[config.mk]
export PLATFORM = sky130hd
export DESIGN_NAME = inst_fetch_unit
export DESIGN_NICKNAME = d
export VERILOG_FILES = /design/src/rtl/frankie_pkg.sv /design/src/rtl/ir_decode.sv /design/src/rtl/inst_fetch_unit.sv
export SDC_FILE = /design/constraint.sdc
export NUM_CORES = 1
export LEC_CHECK = 0
export BUFFER_PORTS_ARGS = -buffer_cell sky130_fd_sc_hd__buf_4
export CAP_MARGIN = 20
export CORE_MARGIN = 3
export CORE_UTILIZATION = 45
export CTS_CLUSTER_DIAMETER = 120
export DETAILED_ROUTE_END_ITERATION = 7
export GPL_TIMING_DRIVEN = 0
export PLACE_DENSITY = 0.76
export SKIP_LAST_GASP = 1
export SLEW_MARGIN = 10
export SYNTH_ARGS = -nofsm -noshare
export SYNTH_HDL_FRONTEND = slang
export SYNTH_SLANG_ARGS = --single-unit
[constraint.sdc]
create_clock -name CLK -period 1.6 [get_ports CLK]
set_input_delay 0 -clock CLK [delete_from_list [all_inputs] [get_ports CLK]]
set_output_delay 0 -clock CLK [all_outputs]
set_load 0.005 [all_outputs]
[src/rtl/frankie_pkg.sv]
// rtl/frankie_pkg.sv - shared widths, instruction field positions and fetch-state encoding
// Contents:
//   ADDR_W_DEF, INST_W_DEF, TIMEOUT_DEF  default widths and wait limit
//   OPC_MSB/OPC_LSB/FLAG_BIT/IMM_MSB     instruction field positions
//   fetch_state_t, ST_IDLE/ST_REQ/ST_WAIT fetch FSM encoding
package frankie_pkg;

    localparam int ADDR_W_DEF  = 16;
    localparam int INST_W_DEF  = 16;
    localparam int TIMEOUT_DEF = 15;

    localparam int OPC_MSB  = 15;
    localparam int OPC_LSB  = 11;
    localparam int FLAG_BIT = 10;
    localparam int IMM_MSB  = 9;

    typedef logic [1:0] fetch_state_t;

    localparam fetch_state_t ST_IDLE = 2'd0;
    localparam fetch_state_t ST_REQ  = 2'd1;
    localparam fetch_state_t ST_WAIT = 2'd2;

endpackage

[src/rtl/ir_decode.sv]
// rtl/ir_decode.sv - combinational field extraction from an instruction word
// Ports:
//   ir        in   instruction word
//   opcode    out  ir[15:11]
//   flagbit   out  ir[10]
//   imm_sext  out  ir[9:0] sign-extended to ADDR_W
module ir_decode
    import frankie_pkg::*;
#(
    parameter int ADDR_W = ADDR_W_DEF,
    parameter int INST_W = INST_W_DEF
) (
    input  logic [INST_W-1:0] ir,
    output logic [4:0]        opcode,
    output logic              flagbit,
    output logic [ADDR_W-1:0] imm_sext
);

    assign opcode   = ir[OPC_MSB:OPC_LSB];
    assign flagbit  = ir[FLAG_BIT];
    // Replicate the immediate's top bit across the upper address bits.
    assign imm_sext = {{(ADDR_W - IMM_MSB - 1){ir[IMM_MSB]}}, ir[IMM_MSB:0]};

endmodule

[src/rtl/inst_fetch_unit.sv]
// rtl/inst_fetch_unit.sv - PC/IR owner running the request/grant/response fetch handshake
// Ports:
//   CLK, Reset             clock, asynchronous active-high reset
//   fetch_start            one-cycle fetch request (ignored while busy)
//   pc_load, pc_in         PC redirect; wins over the fetch increment
//   mem_req, mem_addr      read request and its address
//   mem_gnt                request accepted
//   mem_rvalid, mem_rdata  read response
//   OPCODE, flagbit, imm_sext  decoded IR fields
//   pc_out, pc_plus1       current PC and PC+1
//   inst_valid             IR holds a freshly fetched instruction
//   busy                   fetch in progress (REQ or WAIT)
//   fetch_err              sticky response timeout
module inst_fetch_unit
    import frankie_pkg::*;
#(
    parameter int ADDR_W  = ADDR_W_DEF,
    parameter int INST_W  = INST_W_DEF,
    parameter int TIMEOUT = TIMEOUT_DEF
) (
    input  logic              CLK,
    input  logic              Reset,
    input  logic              fetch_start,
    input  logic              pc_load,
    input  logic [ADDR_W-1:0] pc_in,
    output logic              mem_req,
    output logic [ADDR_W-1:0] mem_addr,
    input  logic              mem_gnt,
    input  logic              mem_rvalid,
    input  logic [INST_W-1:0] mem_rdata,
    output logic [4:0]        OPCODE,
    output logic              flagbit,
    output logic [ADDR_W-1:0] imm_sext,
    output logic [ADDR_W-1:0] pc_out,
    output logic [ADDR_W-1:0] pc_plus1,
    output logic              inst_valid,
    output logic              busy,
    output logic              fetch_err
);

    // Last WAIT cycle index: the timeout fires on the TIMEOUT-th WAIT cycle.
    localparam logic [7:0] WAIT_LAST = 8'(TIMEOUT - 1);

    fetch_state_t      state;
    logic [ADDR_W-1:0] pc;
    logic [ADDR_W-1:0] req_addr;
    logic [INST_W-1:0] ir;
    logic [7:0]        wait_cnt;
    logic              accept_data;

    // Response is only taken in WAIT, so rvalid alongside the grant is dropped.
    assign accept_data = (state == ST_WAIT) && mem_rvalid;

    always_ff @(posedge CLK or posedge Reset) begin
        if (Reset) begin
            state      <= ST_IDLE;
            pc         <= '0;
            req_addr   <= '0;
            ir         <= '0;
            wait_cnt   <= '0;
            inst_valid <= 1'b0;
            fetch_err  <= 1'b0;
        end else begin
            case (state)
                ST_IDLE: begin
                    if (fetch_start) begin
                        state      <= ST_REQ;
                        inst_valid <= 1'b0;
                        // Address is captured here so a redirect during REQ
                        // cannot disturb the outstanding request.
                        req_addr   <= pc_load ? pc_in : pc;
                    end
                end
                ST_REQ: begin
                    if (mem_gnt) begin
                        state    <= ST_WAIT;
                        wait_cnt <= '0;
                    end
                end
                ST_WAIT: begin
                    if (mem_rvalid) begin
                        state      <= ST_IDLE;
                        ir         <= mem_rdata;
                        inst_valid <= 1'b1;
                    end else if (wait_cnt == WAIT_LAST) begin
                        state     <= ST_IDLE;
                        fetch_err <= 1'b1;
                    end else begin
                        wait_cnt <= wait_cnt + 8'd1;
                    end
                end
                default: state <= ST_IDLE;
            endcase

            if (pc_load) begin
                pc <= pc_in;
            end else if (accept_data) begin
                pc <= pc_plus1;
            end
        end
    end

    assign mem_req  = (state == ST_REQ);
    assign mem_addr = req_addr;
    assign busy     = (state != ST_IDLE);
    assign pc_out   = pc;
    assign pc_plus1 = pc + ADDR_W'(1);

    ir_decode #(
        .ADDR_W (ADDR_W),
        .INST_W (INST_W)
    ) u_ir_decode (
        .ir       (ir),
        .opcode   (OPCODE),
        .flagbit  (flagbit),
        .imm_sext (imm_sext)
    );

endmodule

== After elaboration in Yosys (flattened, before gate mapping) ==
Cells that the tools add are included.

* Register bits after elaboration: 60
* Output and inout port bits: 74
* Logic and storage cells: 46

* Mux-type cells: 15
* Bitwise logic cells: 1
* Add/sub/neg operators: 2
* Reduce and logical (&&, ||, !) cells: 12
* Equal/unequal tests: 9

{| class="wikitable"
|+ Operator list
! operator !! number
|-
| 16-bit two-way mux || 3
|-
| 8-bit two-way mux || 3
|-
| 16-bit by 1-bit adder with 16-bit output, second input constant || 1
|-
| 8-bit one-hot mux with 2 select lines || 1
|-
| 3-bit AND reduction || 3
|-
| 8-bit by 1-bit adder with 8-bit output, second input constant || 1
|-
| 8-bit by 4-bit == test with 1-bit output, second input constant || 1
|-
| 2-bit two-way mux || 4
|-
| 2-bit inequality test, second input constant || 4
|-
| 2-bit nonzero test || 4
|-
| 2-bit one-hot mux with 3 select lines || 1
|-
| 2-bit AND reduction || 2
|-
| 4-bit AND reduction || 1
|-
| 3-bit by 2-bit inequality test with 1-bit output, second input constant || 1
|-
| 2-bit by 1-bit == test with 1-bit output, second input constant || 1
|-
| 2-bit == test, second input constant || 1
|-
| 2-bit logical NOT || 1
|-
| 1-bit two-way mux || 2
|-
| 2-bit by 1-bit inequality test with 1-bit output, second input constant || 1
|-
| 1-bit one-hot mux with 2 select lines || 1
|-
| 1-bit logical AND || 1
|-
| 1-bit NOT || 1
|}

== Longest topological paths before layout ==
Gate-level depths: netlist of the first run.

* Depth after elaboration: 4
* Depth in mapped cells: 6
* Depth with buffers taken out: 5

== Hierarchy ==
A second synthesis of the first run with hierarchy kept.

* Cell total of the unflattened synthesis: 323
* Area, all modules: 3264.4 um^2

{| class="wikitable"
|+ By module, submodules not included
! module !! cells each !! area each (um^2) !! seq. area each (um^2) !! instances
|-
| inst_fetch_unit || 301 || 3099.2 || 1501.4 || 1
|-
| ir_decode || 22 || 165.2 || 0.0 || 1
|}

== Worst setup path before layout of the first run ==
OpenSTA, ideal clock, no wires.

* Path kind: reg2reg
* From: reg pc[1] (netlist: pc_out[1])
* To: reg pc[14] (netlist: pc_out[14])
* Setup time: 122 ps
* Data required time: 1478 ps
* Cell stages (with the launch flop): 6
* Path slack: -47 ps
* Clock period less this slack: 1647 ps
* Data arrival time: 1525 ps
* Path buffers: 0
* Cells stage by stage: dfrtp_1 -> ha_1 -> nand3_2 -> nor4_2 -> mux2i_1 -> nand2_1

* Cells in the longest elaborated chain, start to end: 3

{| class="wikitable"
|+ RTL lines
! element !! line !! text
|-
| start, declared || inst_fetch_unit.sv:45 || <nowiki>logic [ADDR_W-1:0] pc;</nowiki>
|-
| start signal, assigned || inst_fetch_unit.sv:96 || <nowiki>pc <= pc_in;</nowiki>
|-
| start signal, assigned || inst_fetch_unit.sv:98 || <nowiki>pc <= pc_plus1;</nowiki>
|-
| 16-bit by 1-bit adder with 16-bit output || inst_fetch_unit.sv:107 || <nowiki>assign pc_plus1 = pc + ADDR_W'(1);</nowiki>
|-
| 16-bit two-way mux || inst_fetch_unit.sv:97 || <nowiki>end else if (accept_data) begin</nowiki>
|-
| 16-bit two-way mux || inst_fetch_unit.sv:95 || <nowiki>if (pc_load) begin</nowiki>
|}

No other way between the ends. The select of a mux whose other input is x is not followed.
A chain may end at the register's enable or synchronous reset.

== Worst setup path after layout of the first run ==
* From: reg pc[0] (netlist: pc_out[0])
* To: out pc_plus1[12]

* Cells in the longest elaborated chain, start to end: 1

{| class="wikitable"
|+ RTL lines
! element !! line !! text
|-
| 16-bit by 1-bit adder with 16-bit output || inst_fetch_unit.sv:107 ||
|-
| end, declared || inst_fetch_unit.sv:35 || <nowiki>output logic [ADDR_W-1:0] pc_plus1,</nowiki>
|}

No other way between the ends.

==> results of run 1 <==
## synthesized netlist by cell type (2+ instances only)
master	count	area (um2)
sky130_fd_sc_hd__nand2_1	24	90.09
sky130_fd_sc_hd__nor2_1	29	108.9
sky130_fd_sc_hd__clkbuf_1	7	26.28
sky130_fd_sc_hd__buf_4	7	52.55
sky130_fd_sc_hd__and2_1	3	18.77
sky130_fd_sc_hd__ha_1	3	37.54
sky130_fd_sc_hd__nand3_1	3	15.01
sky130_fd_sc_hd__a21oi_1	8	40.04
sky130_fd_sc_hd__nor2b_1	5	31.28
sky130_fd_sc_hd__xor2_1	13	113.9
sky130_fd_sc_hd__o21ai_0	6	30.03
sky130_fd_sc_hd__nor2_2	3	18.77
sky130_fd_sc_hd__nor4_1	2	12.51
sky130_fd_sc_hd__nand3_2	2	20.02
sky130_fd_sc_hd__nand4_1	3	18.77
sky130_fd_sc_hd__nand2b_1	14	87.58
sky130_fd_sc_hd__o2111ai_1	2	17.52
sky130_fd_sc_hd__mux2_2	16	180.2
sky130_fd_sc_hd__mux2_1	2	22.52
sky130_fd_sc_hd__mux2i_1	7	70.07
sky130_fd_sc_hd__xnor2_1	15	131.4
sky130_fd_sc_hd__a22oi_1	4	30.03
sky130_fd_sc_hd__inv_1	10	37.54
sky130_fd_sc_hd__nor4_2	3	37.54
sky130_fd_sc_hd__o21ai_1	7	35.03
sky130_fd_sc_hd__a31oi_1	13	81.33
sky130_fd_sc_hd__buf_2	8	40.04
sky130_fd_sc_hd__nor3_1	10	50.05
sky130_fd_sc_hd__dfrtp_1	60	1501
## metrics by stage
step	setup TNS (ps)	setup WS (ps)	area, um2	utilization
CTS	-648.4	-145.0	4936	0.7516
floorplan	0	21.23	3188	-
detailed placement	-991.8	-140.7	4140	0.6304
global route	-1745	-280.9	5102	0.7769
global placement	-41260	-680.0	4138	0.6300
finish	-839.9	-177.2	5102	0.7769
## flip-flops by register name, indices dropped and copies added, names as in the netlist
| register | cells |
|---|---|
| wait_cnt | 8 |
| fetch_err | 1 |
| ir | 16 |
| state | 2 |
| mem_addr | 16 |
| inst_valid | 1 |
| pc_out | 16 |
## power groups by stage
stage	Sequential [mW]	Combinational (mW)	Clock, mW
after floorplan	2.42	1.14	0
after global routing	2.51	3.05	1.50
after global placement	2.41	2.43	0
after detailed placement	2.44	2.49	0
final	2.45	2.83	1.41
after CTS	2.42	2.70	1.43
## per-layer routing
layer	GRT usage	up-vias	wire length [um]
met1	0.2764	1527	4062
li1	-	1434	-
met2	0.4091	150	5076
met4	0.09962	0	217
met3	0.05175	25	671
met5	0	-	0
## worst max-delay path, stage by stage (launching register included)
cell and delay, ps:
sky130_fd_sc_hd__dfrtp_2 440, sky130_fd_sc_hd__ha_4 190, sky130_fd_sc_hd__nand3_4 140, sky130_fd_sc_hd__nor4_4 290, sky130_fd_sc_hd__xor2_1 230, sky130_fd_sc_hd__buf_4 150
## kinds of logic (layout without fill, tap and decap cells)
logic type	after synthesis	count (layout)	synth area share
flops	60	60	0.4747
mux	25	25	0.08623
fa+ha+maj	3	3	0.01187
buf+inv	32	225	0.04945
compound gates	45	45	0.08703
xor+xnor	28	28	0.07753
simple gates	115	116	0.2132
## worst max path at each step
stage / start / endpoint / slack (ps) / cells after the start
floorplan: pc_out[1] / pc_out[14] / 20 / 5
global placement: Reset / inst_valid / -680 / 2
detailed placement: pc_out[0] / pc_out[14] / -140 / 5
CTS: pc_out[4] / pc_plus1[13] / -140 / 6
global route: pc_out[2] / pc_plus1[12] / -280 / 6
finish: pc_out[0] / pc_plus1[12] / -180 / 5
## area by class of cell
type | count | area (um2) | share of cell area
clock inverters | 4 | 47.55 | 0.009318
plain buffers | 20 | 136.4 | 0.02673
repair buffers | 179 | 1454 | 0.2849
multi-input cells | 217 | 1638 | 0.3210
inverters | 10 | 40.04 | 0.007847
flip-flops and latches | 60 | 1515 | 0.2970
clock buffers | 12 | 155.1 | 0.03041
well taps | 93 | 116.4 | 0.02281
## repair_timing
action	CTS	global route
gates resized for setup	27	19
setup endpoints to repair	30	29
buffers inserted	19	16
pin swaps	10	12
endpoints found under the hold margin	109	0
hold buffers	35	0
cloned	1	0
==> metrics list, run 1 <==
- Data arrives at the worst endpoint at 1780 ps.
* Number of synthesized flops with an enable pin: 0
- Summed over all cells, the static leakage comes to between 2 and 2.5 nW.
- Power per standard cell area: 1311 nW/um2
- From left edge to right edge, the die measures 89.84 um.
- Worst Hold End: mem_addr[5]
* Maximum fanout encountered on the critical timing path: 5
- In the layout the commonest cells are sky130_fd_sc_hd__buf_4 (149), sky130_fd_sc_hd__dfrtp_1 (49), sky130_fd_sc_hd__dlygate4sd3_1 (35).
* Hold path startpoint: fetch_start
- Synth Cell Area: 3163 um2
* Final worst setup slack: -177.2 ps
- Of the synthesized area, sequential elements account for 0.4747.
- DIE HEIGHT: 89.84 um
- Signed area change from the synthesized netlist to the final layout: 61.31%
* Post-layout nets: 538
- Routed WL per cell: 16.85 um
- The first global-routing pass estimated 15.24 mm of wire.
- Setup repair after global routing could not meet its margin everywhere.
- Across the VDD grid, the largest voltage drop is 0.8795 mV.
* Clock network fraction of design power: 0.211
- The count of pins over their slew limit was 0.
- Distinct cell type count after synthesis: 48
* Flop2flop setup slack: -10 ps
* Row cnt: 29
- Pin placement for this block handled 112 I/O pins.
- The floorplan step defined a die boundary enclosing 8071 um2.
- Net load switching power: 2.210 mW
- The Yosys step of the flow raised 0 warnings.
* Total routed wirelength: 10.03 mm
* Final ANT Viol Nets: 0
- STA classifies the critical path endpoint as an output port.
* Maximum number of pins on one net before global-route repair: 61
- Counting cells, the worst reg-to-reg path comes to 5.
- Most common cell after layout, fill and taps aside: sky130_fd_sc_hd__buf_4
- The number of global-route vias before repair was between 3000 and 4000.
* Max-cap violations: 0
- Counting along the longest clock path gives a buffer depth of 2.
- Library cell used as clock root buffer: sky130_fd_sc_hd__clkbuf_8
- The detailed router finished its first iteration with approximately 180 violations.
- Total DRC errors in the routed layout: 0
* Mean Syn Cell Area: 10.27 um2
- The internal power of the cells totals between 4 and 5 mW.
- Drt pass-1 iters: 5
* Required @ worst endpoint: 1600 ps
- Synthesis produced a netlist with a net count of 349.
- Routability-driven placement finished with a final weighted congestion of 0.8628.
- Syn Inst Count: 308
- Timing would allow up to 562.7 MHz.
- In the finished design, the share of the clock period the worst path needs comes to 1.111.
- Level count of the clock H-tree: 3
- Core outline area: 6568 um2
- Violations in the final reports: negative setup slack
- The final-report hold violation count was 0.
* Fraction of layout instances using a drive strength above 1: 0.4522
- CTS tree: yes
* Post-layout min period: roughly 1800 ps
- For this run, the total global-route usage over all layers was measured as 0.2337.
* Initial antenna violation count: 0
- Including well taps, the total number of placed cells is 512.
* Pwr Total: 6.691 mW
* Slew of the pin with the lowest slew margin: roughly 730 ps
- 0 antenna diodes ended up in the layout.
- Setup violations remaining at the end of the flow were counted as 9.
* Remaining Overflow, GRT: 0
* #FFs+latches synth: 60
- Classification of the worst setup path: flip-flop to output port
* Total number of vias: 3136
* Result of the run: finished with violations
- Logic pwr share: 0.423
- Counting the fill cells in the layout gives 410.
* Share of synthesized registers carrying an async set or reset: 1.000
* Worst flop-to-flop path endpoint: pc_out[7]
* Post-layout instance count excluding filler cells: 595
* Register share of total power: 0.366
- CTS Sinks: 60
* Most common flop cell mapped by yosys: sky130_fd_sc_hd__dfrtp_1
- Detailed placement HPWL: 5.742 mm
* CTS Buf Count: 9
- Switching part of the total: 0.3303
- The worst setup path is launched from a flip-flop.
- The initial utilization of the core area, before any placement, comes to 0.4816.
* Worst hold stages: 5
- Number of port buffers: 111
- Worst Hold Slack: 85.50 ps
- Beginning of the worst register-to-register path: state[0]
* Final worst clock skew: around 5.5 ps
* Vias/cell: 5.271
* Min-delay worst type: input port to flip-flop
* Normalized max-slew margin: 0.5100
- At the later pin of the worst-skew pair, clock insertion delay measures 340 ps.
* Clock transition at the register clock pins on the worst setup and hold paths after CTS: approximately 70 ps
Power figures use the tool's default switching activity.
==> run 2: changes to the inputs <==
- BUFFER_PORTS_ARGS: -buffer_cell sky130_fd_sc_hd__buf_4 -> -buffer_cell sky130_fd_sc_hd__buf_2
- SETUP_SLACK_MARGIN: unset -> 0.5
==> run 2 against run 1 <==
The flow still finishes with violations (negative setup slack). Die area unchanged. Cell area grew 20%. Critical path depth increased by 1. Count of clock-buffer cells in the layout decreased by 3. Routed wire length is 58% higher. Non-clock buffer count grew 48. Combinational power rose by 55%. Core utilization is 16 points higher. Hold slack better by 60 ps. Sequential share of layout area down 4.9 points. Largest power group unchanged.
==> metrics list, run 2 (same netlist as run 1, synthesis figures left out) <==
- Result of the run: finished with violations
* Violations in the final reports: negative setup slack
* Number of port buffers: 111
- CTS Buf Count: 9
* Level count of the clock H-tree: 3
- Global Route Usage Sum: 0.3022
* Required @ worst endpoint: 1600 ps
- For this run, the post-layout net count is approximately 590.
- Logic pwr share: 0.503
- First-pass GRT wire length: 19.33 mm
- X dimension of the die: between 80 and 90 um
- Static timing analysis puts the maximum clock frequency at 539.3 MHz.
- Worst hold stages: 4
* Setup violations, final: 42
- Signed area change from the synthesized netlist to the final layout: 93.79%
* Clock transition at the register clock pins on the worst setup and hold paths after CTS: 90 ps
- Total DRC errors in the routed layout: 0
* Register share of total power: 0.294
* Pwr Total: 8.745 mW
- Clock latency on the worst-skew pair: 360 ps
- After global routing the overflow that remains totals 0.
- Leakage component of the power: 2.946 nW
- IR analysis of the VDD net gives a maximum drop of 0.9444 mV.
- Along the worst path, the maximum fanout reaches 3.
- Hold is met by 145.8 ps.
* Core outline area: about 6600 um2
- Power per standard cell area: 1427 nW/um2
* Internal portion of total power: 5.533 mW
- Detailed placement HPWL: 6.093 mm
- Share of the clock period used by the worst path after layout: 1.159
- The final layout contains routed wiring with a total length of 15.89 mm.
* Fraction of layout instances using a drive strength above 1: 0.5974
- Post-layout min period: roughly 1900 ps
- CTS Sinks: 60
* Final worst clock skew: 14.27 ps
- The root buffer cell chosen for the clock tree is sky130_fd_sc_hd__clkbuf_8.
- Across the run, the number of max-cap violations was 0.
- Most common cell after layout, fill and taps aside: sky130_fd_sc_hd__buf_2
- 112 I/O pins were placed.
- Measured in cells, the most critical reg-to-reg path has a length of 10.
- Final Hold Fails: 0
- Maximum number of pins on one net before global-route repair: 36
- Routed WL per cell: 24.74 um
- Post-layout instance count excluding filler cells: 642
* Via count of the first global-routing pass: 3608
* Total negative slack for setup checks: -4015 ps
- For this configuration, the core starts out at a cell density of 0.4816.
- Across all setup checks in the final design, the least slack found is -254.3 ps.
- The critical path in this run is classified as flip-flop to output port.
- CP endpoint kind: output port
- 0 antenna diodes ended up in the layout.
- Summed over all nets, the switching power comes to ~3.2 mW.
* Total number of vias: approximately 3800
- Setup repair after global routing could not meet its margin everywhere.
* Initial antenna violation count: 0
* Total instance count after detailed placement: 513
- CTS tree: yes
- At the pin with the least slew margin, the transition time is 613.5 ps.
- Normalized max-slew margin: 0.5901
- Clock network fraction of design power: 0.203
- Routability-driven placement finished with a final weighted congestion of 0.8179.
- Initial drt markers: 281
- The top cell types in the final layout, fill and taps aside, are sky130_fd_sc_hd__buf_2 (103), sky130_fd_sc_hd__buf_6 (49), sky130_fd_sc_hd__dfrtp_1 (46).
- No sink is reached through more buffers than the 2 on the longest clock path.
- The detail route stage leaves a number of antenna-violating nets equal to 0.
- Row cnt: 29
- Area of the die: 8071 um2
- The count of pins over their slew limit was 0.
- Data arrival time of the worst path: 1850 ps
- Timing analysis after detailed placement gives a worst setup slack of -63.15 ps.
- DIE HEIGHT: 89.84 um
- The min-delay analysis places its worst path in the category input port to flip-flop.
- Kind of launch point of the worst setup path: flip-flop
- Using the TritonRoute via totals, the vias-per-cell ratio works out to between 5 and 6.
- Switching part of the total: 0.3673
* Drt pass-1 iters: 5
run 2: power by group through the flow:
stage	clock (mW)	combinational, mW	sequential [mW]
global route	1.83	4.58	2.59
detailed placement	0	2.48	2.46
floorplan	0	1.48	2.45
finish	1.77	4.40	2.57
CTS	1.72	3.29	2.43
global placement	0	2.43	2.41
run 2: critical path, cell delays in order (launching register included):
cell,delay [ps]
sky130_fd_sc_hd__dfrtp_2,430
sky130_fd_sc_hd__buf_6,130
sky130_fd_sc_hd__nand3_4,80
sky130_fd_sc_hd__or3_4,440
sky130_fd_sc_hd__nor2_4,100
sky130_fd_sc_hd__xor2_1,170
sky130_fd_sc_hd__buf_2,140
run 2: cell type report:
class	count	area [um2]
multi-input combinational	216	2083
fill	201	437.9
clock buffer	9	123.9
timing repair buffer	225	1859
sequential	60	1519
buffer	22	259.0
tap	93	116.4
inverter	10	43.79
clock inverter	7	125.1
run 2: metrics by stage:
step | util | instance area (um2)
2_1_floorplan | - | 3487
3_3_place_gp | 0.6333 | 4159
3_5_place_dp | 0.6363 | 4179
4_1_cts | 0.8424 | 5533
5_1_grt | 0.9333 | 6130
6_report | 0.9333 | 6130
run 2: path summary, 6_finish.rpt:
path | startpoint | endpoint | slack [ps]
max | pc_out[0] | pc_plus1[13] | -250
min | pc_load | pc_out[13] | 150
max reg2reg | pc_out[3] | pc_out[7] | -190
min reg2reg | ir[13] | ir[13] | 530
max in group asynchronous | Reset | pc_out[10] | 700
min in group asynchronous | Reset | ir[11] | 280
run 2: layer usage:
layer | track usage | share of wire
met1 | 0.3537 | 0.35
met2 | 0.5395 | 0.49
met3 | 0.07513 | 0.10
met4 | 0.1047 | 0.058
met5 | 0 | 0
run 2: repair_timing:
| item | in CTS | in global routing |
|---|---|---|
| buffers inserted | 47 | 24 |
| endpoints found under the hold margin | 75 | 0 |
| resized for setup | 70 | 80 |
| setup endpoints to repair | 79 | 89 |
| hold buffers | 35 | 0 |
| pin swaps | 29 | 26 |
| gates cloned | 6 | 1 |
